### src/rtl/ifq_pkg.sv
// Shared types for the multi-lane instruction queue.
package ifq_pkg;

   localparam int IFQ_DEPTH  = 16;
   localparam int IFQ_DATA_W = 32;
   localparam int IFQ_ADDR_W = 32;

   typedef enum logic [1:0] {
      NORMAL    = 2'd0,
      WAIT_SLOT = 2'd1,
      HOLD      = 2'd2
   } ifq_state_e;

   // One queue entry: instruction word plus its PC.
   typedef struct packed {
      logic [IFQ_DATA_W-1:0] data;
      logic [IFQ_ADDR_W-1:0] addr;
   } ifq_entry_t;

   typedef logic [$clog2(IFQ_DEPTH)-1:0]   ifq_ptr_t;
   typedef logic [$clog2(IFQ_DEPTH+1)-1:0] ifq_cnt_t;

endpackage

### src/rtl/ifq_prefix_count.sv
// Length of the contiguous run of ones starting at bit 0 of a lane-enable vector.
module ifq_prefix_count #(
   parameter int N = 2
) (
   input  logic [N-1:0]               vec_i,
   output logic [$clog2(N+1)-1:0]     len_o
);

   logic run;

   // Count ones until the first zero; later ones do not contribute.
   always_comb begin
      len_o = '0;
      run   = 1'b1;
      for (int i = 0; i < N; i++) begin
         if (run && vec_i[i]) begin
            len_o = len_o + 1'b1;
         end else begin
            run = 1'b0;
         end
      end
   end

endmodule

### src/rtl/instruction_queue.sv
// Multi-lane circular instruction/PC queue between fetch and decode, with
// branch delay-slot tracking and a flush mode that preserves one delay slot.
//
//  state     | meaning
//  ----------+-------------------------------------------------------------
//  NORMAL    | queue entries drive the read lanes
//  WAIT_SLOT | flush kept a slot that has not been fetched yet; lanes idle
//  HOLD      | held delay slot presented on lane 0; queue refills behind it
//
// Entry storage uses ifq_entry_t, so DATA_W/ADDR_W must match the package widths.
module instruction_queue
   import ifq_pkg::*;
#(
   parameter int DEPTH    = IFQ_DEPTH,
   parameter int WR_LANES = 2,
   parameter int RD_LANES = 2,
   parameter int DATA_W   = IFQ_DATA_W,
   parameter int ADDR_W   = IFQ_ADDR_W
) (
   input  logic                         clk,
   input  logic                         rst_n,
   input  logic                         flush,
   input  logic                         flush_keep,
   input  logic [WR_LANES-1:0]          wr_en,
   input  logic [WR_LANES*DATA_W-1:0]   wr_data,
   input  logic [WR_LANES*ADDR_W-1:0]   wr_addr,
   input  logic [RD_LANES-1:0]          rd_en,
   input  logic [RD_LANES-1:0]          rd_branch,
   output logic [RD_LANES-1:0]          out_valid,
   output logic [RD_LANES*DATA_W-1:0]   out_data,
   output logic [RD_LANES*ADDR_W-1:0]   out_addr,
   output logic [RD_LANES-1:0]          out_delay_slot,
   output logic [$clog2(DEPTH+1)-1:0]   count,
   output logic                         empty,
   output logic                         full,
   output logic                         overflow_err
);

   localparam int PTR_W = $clog2(DEPTH);
   localparam int CNT_W = $clog2(DEPTH+1);
   localparam int WL_W  = $clog2(WR_LANES+1);
   localparam int RL_W  = $clog2(RD_LANES+1);

   ifq_entry_t        mem_q [DEPTH];
   ifq_entry_t        held_q, held_d;
   ifq_entry_t        wr_entry [WR_LANES];
   ifq_entry_t        rd_entry;
   logic [PTR_W-1:0]  rd_ptr_q, rd_ptr_d;
   logic [PTR_W-1:0]  wr_ptr_q, wr_ptr_d;
   logic [CNT_W-1:0]  count_q, count_d;
   ifq_state_e        state_q, state_d;
   logic              ds_pending_q, ds_pending_d;
   logic              overflow_q, overflow_d;
   logic              full_w;
   logic              lane_valid;

   logic [WL_W-1:0]   n_wr;
   logic [RL_W-1:0]   n_rd;
   int                nwr_i;
   int                n_pop;
   int                hold_lane;
   // Queue write window: lanes qw_first..qw_first+qw_cnt-1 land at qw_base onward.
   logic [PTR_W-1:0]  qw_base;
   int                qw_first;
   int                qw_cnt;

   ifq_prefix_count #(.N(WR_LANES)) u_wr_prefix (.vec_i(wr_en), .len_o(n_wr));
   ifq_prefix_count #(.N(RD_LANES)) u_rd_prefix (.vec_i(rd_en), .len_o(n_rd));

   assign full_w       = (DEPTH - int'(count_q)) < WR_LANES;
   assign full         = full_w;
   assign empty        = (count_q == '0);
   assign count        = count_q;
   assign overflow_err = overflow_q;

   // Unpack the flat write buses into per-lane entries.
   always_comb begin
      for (int j = 0; j < WR_LANES; j++) begin
         wr_entry[j].data = wr_data[j*DATA_W +: DATA_W];
         wr_entry[j].addr = wr_addr[j*ADDR_W +: ADDR_W];
      end
   end

   // Next-state: flush handling, FSM, pop/push accounting and delay-slot tracking.
   always_comb begin
      rd_ptr_d     = rd_ptr_q;
      wr_ptr_d     = wr_ptr_q;
      count_d      = count_q;
      state_d      = state_q;
      ds_pending_d = ds_pending_q;
      overflow_d   = overflow_q;
      held_d       = held_q;
      nwr_i        = int'(n_wr);
      n_pop        = 0;
      hold_lane    = 0;
      qw_base      = wr_ptr_q;
      qw_first     = 0;
      qw_cnt       = 0;

      if (flush) begin
         state_d      = NORMAL;
         ds_pending_d = 1'b0;
         qw_base      = '0;
         if (state_q == NORMAL && flush_keep) begin
            if (count_q >= CNT_W'(2)) begin
               held_d  = mem_q[rd_ptr_q + PTR_W'(1)];
               state_d = HOLD;
            end else if (wr_en[0] && (count_q == CNT_W'(1) || nwr_i >= 2)) begin
               // The slot follows the stored head (count 1) or the incoming head (count 0).
               hold_lane = (count_q == CNT_W'(1)) ? 0 : 1;
               for (int j = 0; j < WR_LANES; j++) begin
                  if (j == hold_lane) held_d = wr_entry[j];
               end
               qw_first = hold_lane + 1;
               qw_cnt   = nwr_i - hold_lane - 1;
               state_d  = HOLD;
            end else begin
               state_d = WAIT_SLOT;
            end
         end
         rd_ptr_d = '0;
         wr_ptr_d = PTR_W'(qw_cnt);
         count_d  = CNT_W'(qw_cnt);
      end else begin
         case (state_q)
            NORMAL: begin
               n_pop = int'(n_rd);
               if (n_pop > int'(count_q)) n_pop = int'(count_q);
               for (int i = 0; i < RD_LANES; i++) begin
                  if (n_pop == i + 1) ds_pending_d = rd_branch[i];
               end
            end
            WAIT_SLOT: begin
               if (wr_en[0]) begin
                  held_d   = wr_entry[0];
                  qw_first = 1;
                  qw_cnt   = nwr_i - 1;
                  state_d  = HOLD;
               end
            end
            HOLD: begin
               if (rd_en[0]) begin
                  ds_pending_d = rd_branch[0];
                  state_d      = NORMAL;
               end
            end
            default: state_d = NORMAL;
         endcase

         if (state_q != WAIT_SLOT && nwr_i != 0) begin
            if (full_w) begin
               overflow_d = 1'b1;
            end else begin
               qw_cnt = nwr_i;
            end
         end

         rd_ptr_d = rd_ptr_q + PTR_W'(n_pop);
         wr_ptr_d = wr_ptr_q + PTR_W'(qw_cnt);
         count_d  = CNT_W'(int'(count_q) + qw_cnt - n_pop);
      end
   end

   // Control registers with synchronous active-low reset.
   always_ff @(posedge clk) begin
      if (!rst_n) begin
         rd_ptr_q     <= '0;
         wr_ptr_q     <= '0;
         count_q      <= '0;
         state_q      <= NORMAL;
         ds_pending_q <= 1'b0;
         overflow_q   <= 1'b0;
         held_q       <= '0;
      end else begin
         rd_ptr_q     <= rd_ptr_d;
         wr_ptr_q     <= wr_ptr_d;
         count_q      <= count_d;
         state_q      <= state_d;
         ds_pending_q <= ds_pending_d;
         overflow_q   <= overflow_d;
         held_q       <= held_d;
      end
   end

   // Entry storage, one write port per lane, deliberately not reset.
   always_ff @(posedge clk) begin
      if (rst_n) begin
         for (int j = 0; j < WR_LANES; j++) begin
            if (j >= qw_first && j < qw_first + qw_cnt) begin
               mem_q[qw_base + PTR_W'(j - qw_first)] <= wr_entry[j];
            end
         end
      end
   end

   // Read lanes: queue head window in NORMAL, held slot on lane 0 in HOLD.
   always_comb begin
      out_valid      = '0;
      out_data       = '0;
      out_addr       = '0;
      out_delay_slot = '0;
      rd_entry       = '0;
      lane_valid     = 1'b0;
      for (int i = 0; i < RD_LANES; i++) begin
         rd_entry   = '0;
         lane_valid = 1'b0;
         if (state_q == NORMAL && i < int'(count_q)) begin
            lane_valid = 1'b1;
            rd_entry   = mem_q[rd_ptr_q + PTR_W'(i)];
         end else if (state_q == HOLD && i == 0) begin
            lane_valid = 1'b1;
            rd_entry   = held_q;
         end
         out_valid[i]                   = lane_valid;
         out_data[i*DATA_W +: DATA_W]   = rd_entry.data;
         out_addr[i*ADDR_W +: ADDR_W]   = rd_entry.addr;
      end
      out_delay_slot[0] = out_valid[0] & ((state_q == HOLD) | ds_pending_q);
   end

endmodule

### config.mk
export PLATFORM = sky130hd
export DESIGN_NAME = instruction_queue
export DESIGN_NICKNAME = d
export VERILOG_FILES = /design/src/rtl/ifq_pkg.sv /design/src/rtl/ifq_prefix_count.sv /design/src/rtl/instruction_queue.sv
export SDC_FILE = /design/constraint.sdc
export NUM_CORES = 2
export LEC_CHECK = 0
export CORE_MARGIN = 2
export CORE_UTILIZATION = 39
export CTS_BUF_LIST = sky130_fd_sc_hd__clkbuf_4
export DETAILED_ROUTE_END_ITERATION = 10
export SLEW_MARGIN = 20
export SYNTH_ARGS = -nofsm -noshare
export SYNTH_HDL_FRONTEND = slang
export SYNTH_SLANG_ARGS = --single-unit
### constraint.sdc
create_clock -name clk -period 12.8 [get_ports clk]
set_input_delay 1.28 -clock clk [delete_from_list [all_inputs] [get_ports clk]]
set_output_delay 1.28 -clock clk [all_outputs]
set_load 0.005 [all_outputs]
Yosys cells after proc, flatten, opt, wreduce, memory -nomap -nowiden

Memory sizes are Yosys's and may differ from the RTL's. A register that Yosys moved wholly into a read port is not among the register bits.
Cells that the tools add are included.

Register bits after elaboration: 81
Bits in latches: 0
RAM bits: 1024
ROM bits: 0
Input port bits: 138
Output and inout bits: 140
Word-level logic and storage cells: 139
Memories kept: 1

Add/subtract/negate cells: 17
Multiply operators: 0
Divide/modulo/power cells: 0
Magnitude comparators: 10
Equality and inequality tests: 15
Shift-type cells: 0
Muxes and demuxes: 62
Bitwise logic cells: 4
Reductions and logical operators: 22

Memories:

| memory | words | width | read ports | clocked after memory_dff | wr ports | line                    | source |
|---|---|---|---|---|---|---|---|
| mem_q  | 16    | 64    | 2          | 1                        | 2        | instruction_queue.sv:44 | `ifq_entry_t mem_q [DEPTH];` |

Operator list:

| operator                                                                            | count |
|---|---|
| 64-bit 2-to-1 mux                                                                   | 11 |
| 32-bit 2-to-1 mux                                                                   | 11 |
| 32-bit adder                                                                        | 1 |
| 32-bit by 2-bit equality test with 1-bit output, second input constant              | 1 |
| 32-bit by 3-bit equality test with 1-bit output, second input constant              | 1 |
| 1-bit by 32-bit greater-or-equal comparator with 1-bit output, first input constant | 1 |
| 2-bit by 32-bit greater-or-equal comparator with 1-bit output, first input constant | 1 |
| 32-bit zero test                                                                    | 1 |
| 1-bit by 32-bit < comparator with 1-bit output, first input constant                | 1 |
| 2-bit by 32-bit < comparator with 1-bit output, first input constant                | 1 |
| 2-bit 2-to-1 mux                                                                    | 12 |
| 5-bit 2-to-1 mux                                                                    | 4 |
| 1-bit 2-to-1 mux                                                                    | 19 |
| 4-bit adder                                                                         | 4 |
| 4-bit 2-to-1 mux                                                                    | 3 |
| 1-bit by 5-bit < comparator with 1-bit output, first input constant                 | 2 |
| 1-bit logical AND                                                                   | 9 |
| 3-bit != test, second input constant                                                | 3 |
| 3-bit AND reduction                                                                 | 3 |
| 2-bit nonzero test                                                                  | 4 |
| 6-bit by 3-bit < comparator with 1-bit output, second input constant                | 1 |
| 2-bit one-hot mux with 3 select lines                                               | 1 |
| 5-bit by 5-bit subtractor with 6-bit output, first input constant                   | 1 |
| 5-bit adder                                                                         | 1 |
| 29 further kinds                                                                    | 33 |

Longest topological paths before layout

Depth in word-level cells: 16
Depth in mapped cells: 21

Hierarchy

A second synthesis with hierarchy kept.

Cells, all modules: 4107
Area, all modules: 66461.2 um^2

Modules (own cells, without submodules):

| module            | times used | cells each | area an instance (um^2) | sequential area each (um^2) |
|---|---|---|---|---|
| instruction_queue | 1          | 4103       | 66428.7                 | 32371.0 |
| ifq_prefix_count  | 2          | 2          | 16.3                    | 0.0 |

Worst setup path after synthesis

No wires, ideal clock.

Path type: input -> register
From: input port wr_en[0]
To: memory mem_q[13][0] (netlist name), enable pin
Arrival time: 10.618 ns
Setup slack: 1.521 ns
Cell stages on the path: 17
Cell sequence: clkbuf_1 nand2b_1 ha_1 inv_1 fa_1 nand2_1 o41ai_1 ha_1 a21oi_1 nor2_1 nand2_1 ha_1 nand2b_1 a311oi_1 o31ai_1 clkbuf_1 o41ai_1

RTL lines:

| what            | line                    | source |
|---|---|---|
| start, declared | instruction_queue.sv:24 | `input logic [WR_LANES-1:0] wr_en,` |
| end, declared   | instruction_queue.sv:44 |  |

==> results.json <==
{
  "clock_sinks": 1105,
  "cap_violations": 0,
  "drt_iter0_drc": 4186,
  "worst_pin_slew_ns": 1.19,
  "worstRegToRegCells": 18,
  "vias_per_cell": 6.26,
  "maxSlewHeadroom_pct": 20.3,
  "tritoncts": "done",
  "place.detailed.hpwl_um": 125000,
  "hp-class": "flop to flop",
  "synth_area_leader_cell": "edfxtp_1",
  "p_per_area_mw_per_mm2": 149,
  "cp.arrival_ns": 7.04,
  "gr-total-overflow": 0,
  "setup_viol": 0,
  "ctsHoldBuffers": 0,
  "synth_warnings": 0,
  "clk_pin_slew_ns": 0.06,
  "area_growth_pct": 12.8,
  "period_needed_ns": 8.32,
  "grtUsageTotal_pct": 24.8,
  "vias": 42900,
  "hold_violations": 0,
  "first_pass_iters": 5,
  "synth.most_common_cell": "edfxtp_1",
  "postSynthAreaPerCell_um2": 16.2,
  "ant_nets": 0,
  "nets": 4567,
  "final-max-slew-violation-count": 0,
  "synth_top_flop_cell": "edfxtp_1",
  "totalWireLength_um": 220000,
  "cts_max_level": 5,
  "synthTopCellsByCount": "1024 x edfxtp_1, 576 x mux4_2, 534 x mux2_2",
  "synth_edf_count": 1024,
  "synth_cell_types": 65,
  "netlist_area_mm2": 0.0671,
  "fmax_ghz": 0.120,
  "first_global_vias": 44000,
  "grt_pass1_wl_um": 314000,
  "cts_resized": 0,
  "yosysSeqAreaShare_pct": 48.3,
  "die_area_mm2": 0.175,
  "antenna_found_initial": 15,
  "synthArstFlopShare_pct": 0,
  "crit_path_max_fanout": 44,
  "start_util_pct": 39.2,
  "grt_max_degree": 122,
  "ys_ff_latch": 1105,
  "fin_setup_tns_ns": 0,
  "hold_path_depth": 2,
  "io_pins": 278,
  "numCtsBuffers": 331,
  "clk_latency_ns": 1.31,
  "die_w_um": 419,
  "cp-start-kind": "flop",
  "fin_crit_sh_pct": 65.0,
  "cp.required_ns": 11.52,
  "setup.worst_path.end_class": "primary output",
  "finClkSkew_ns": 0.108,
  "drcViolationCount": 0,
  "synth_top_area_share_pct": 45.9,
  "synthCells": 4134,
  "clockBufferDepth": 4,
  "yosys-top-cells-area": "edfxtp_1 46%, mux4_2 19%, mux2_4 11%, mux2_2 9.0%, dfxtp_1 2.4%",
  "std_cell_rows": 152,
  "p_leak_nw": 26.1,
  "dp.cells": 6290,
  "drive_gt1_share_pct": 49.2,
  "place.gp.congestion": 0.798,
  "wl_per_cell_um": 32.1,
  "path_class": "flop to primary output",
  "chipHeight_um": 419,
  "clockRootBuffer": "clkbuf_4",
  "vdd_drop_max_mv": 0.142,
  "port_buffers": 276,
  "rsz0062_at_grt": "false",
  "cts_setup_buffers": 0,
  "status": "finished clean",
  "instances_no_fill": 6846,
  "fp.coreArea_mm2": 0.171
}
-- metrics by stage --
stage	utilization, %	hold slack (ns)	setup WS, ns	power, mW	instance area (um2)
floorplan	-	0.460	1.52	6.44	67100
global placement	41.9	0.485	4.22	7.94	71600
detailed placement	41.9	0.504	4.19	7.97	71700
CTS	44.2	0.459	4.20	11.3	75600
global route	44.2	0.523	4.01	11.7	75600
finish	44.2	0.507	4.48	11.2	75600
-- cells by family after synthesis --
| logic type | synth area share (%) |
|---|---|
| AOI/OAI and AO/OA | 5.19 |
| xor gates and xnor gates | 0.170 |
| adders and majority gates | 0.828 |
| buffers and inverters | 4.01 |
| DFF | 48.3 |
| muxes | 39.2 |
| other | 0.0112 |
| and+or+nand+nor | 2.28 |
-- path summary, 6_finish.rpt --
path                        startpoint                        end  slack [ns]
max             rd_ptr_q[1]$_SDFF_PP0_                out_data[4]        4.48
min          ds_pending_q$_SDFFE_PP0P_  ds_pending_q$_SDFFE_PP0P_        0.51
max reg2reg        count[1]$_SDFF_PN0_     mem_q[9][28]$_DFFE_PP_        5.37
min reg2reg  ds_pending_q$_SDFFE_PP0P_  ds_pending_q$_SDFFE_PP0P_        0.51
-- per-layer routing --
layer  up-vias  track usage [%]  wire, um
li1      17600                -         -
met1     22800             31.8     87200
met2      2024             41.4    108000
met3       427             4.95     16600
met4        12             9.64      7900
met5         -                0        71
-- cells in the final DEF (no fill, tap or decap), types with 6 or more instances in the layout --
cell and n:
diode_2 6, a221oi_1 118, clkbuf_4 489, o41ai_2 10, mux2_2 534, nand4_1 7
xor2_1 7, nor2_1 155, a2111oi_0 8, and2_1 11, o21ai_1 11, mux4_2 576
o32ai_1 64, nand2_1 89, nand3_4 8, ha_1 29, nand2b_1 9, a21boi_0 24
xnor2_1 6, mux2_4 480, clkinv_1 54, o21ai_0 127, a21oi_1 16, conb_1 7
edfxtp_1 1024, buf_4 118, inv_1 91, fa_1 9, clkdlybuf4s50_1 275, dfxtp_1 77
mux2_1 10, o31ai_4 10, a22o_1 53
-- sequential cells by signal, indices dropped and copies added (netlist names) --
register / flops
ds_pending_q: 1
overflow_err: 1
held_q: 64
rd_ptr_q: 4
state_q: 2
count: 5
mem_q: 1024
wr_ptr_q: 4
-- worst max-delay path, stage by stage (launching register included) --
cell and delay (ns):
dfxtp_4 0.92, buf_4 0.91, buf_4 0.89, buf_4 0.85, mux4_2 0.61, mux4_2 0.52, inv_1 0.08, o21ai_0 0.30
clkdlybuf4s50_1 0.59
-- final cells by class --
class / count / area (um2)
antenna: 6 / 15.0
clock buffer: 489 / 3670
clock inverter: 61 / 285
fill: 15100 / 95500
inverter: 93 / 352
multi-input combinational: 2461 / 32400
sequential: 1105 / 32400
tap: 2233 / 2790
timing repair buffer: 398 / 3710
-- report_power, final --
| part | leakage, nW | switching [mW] | total (mW) | internal, mW |
|---|---|---|---|---|
| Combinational | 13.8 | 1.87 | 3.53 | 1.66 |
| Sequential | 9.90 | 0.132 | 4.35 | 4.22 |
| Clock | 2.39 | 1.59 | 3.35 | 1.77 |
| Total | 26.1 | 3.59 | 11.2 | 7.65 |
No activity file was read; power rests on OpenSTA's default activity.
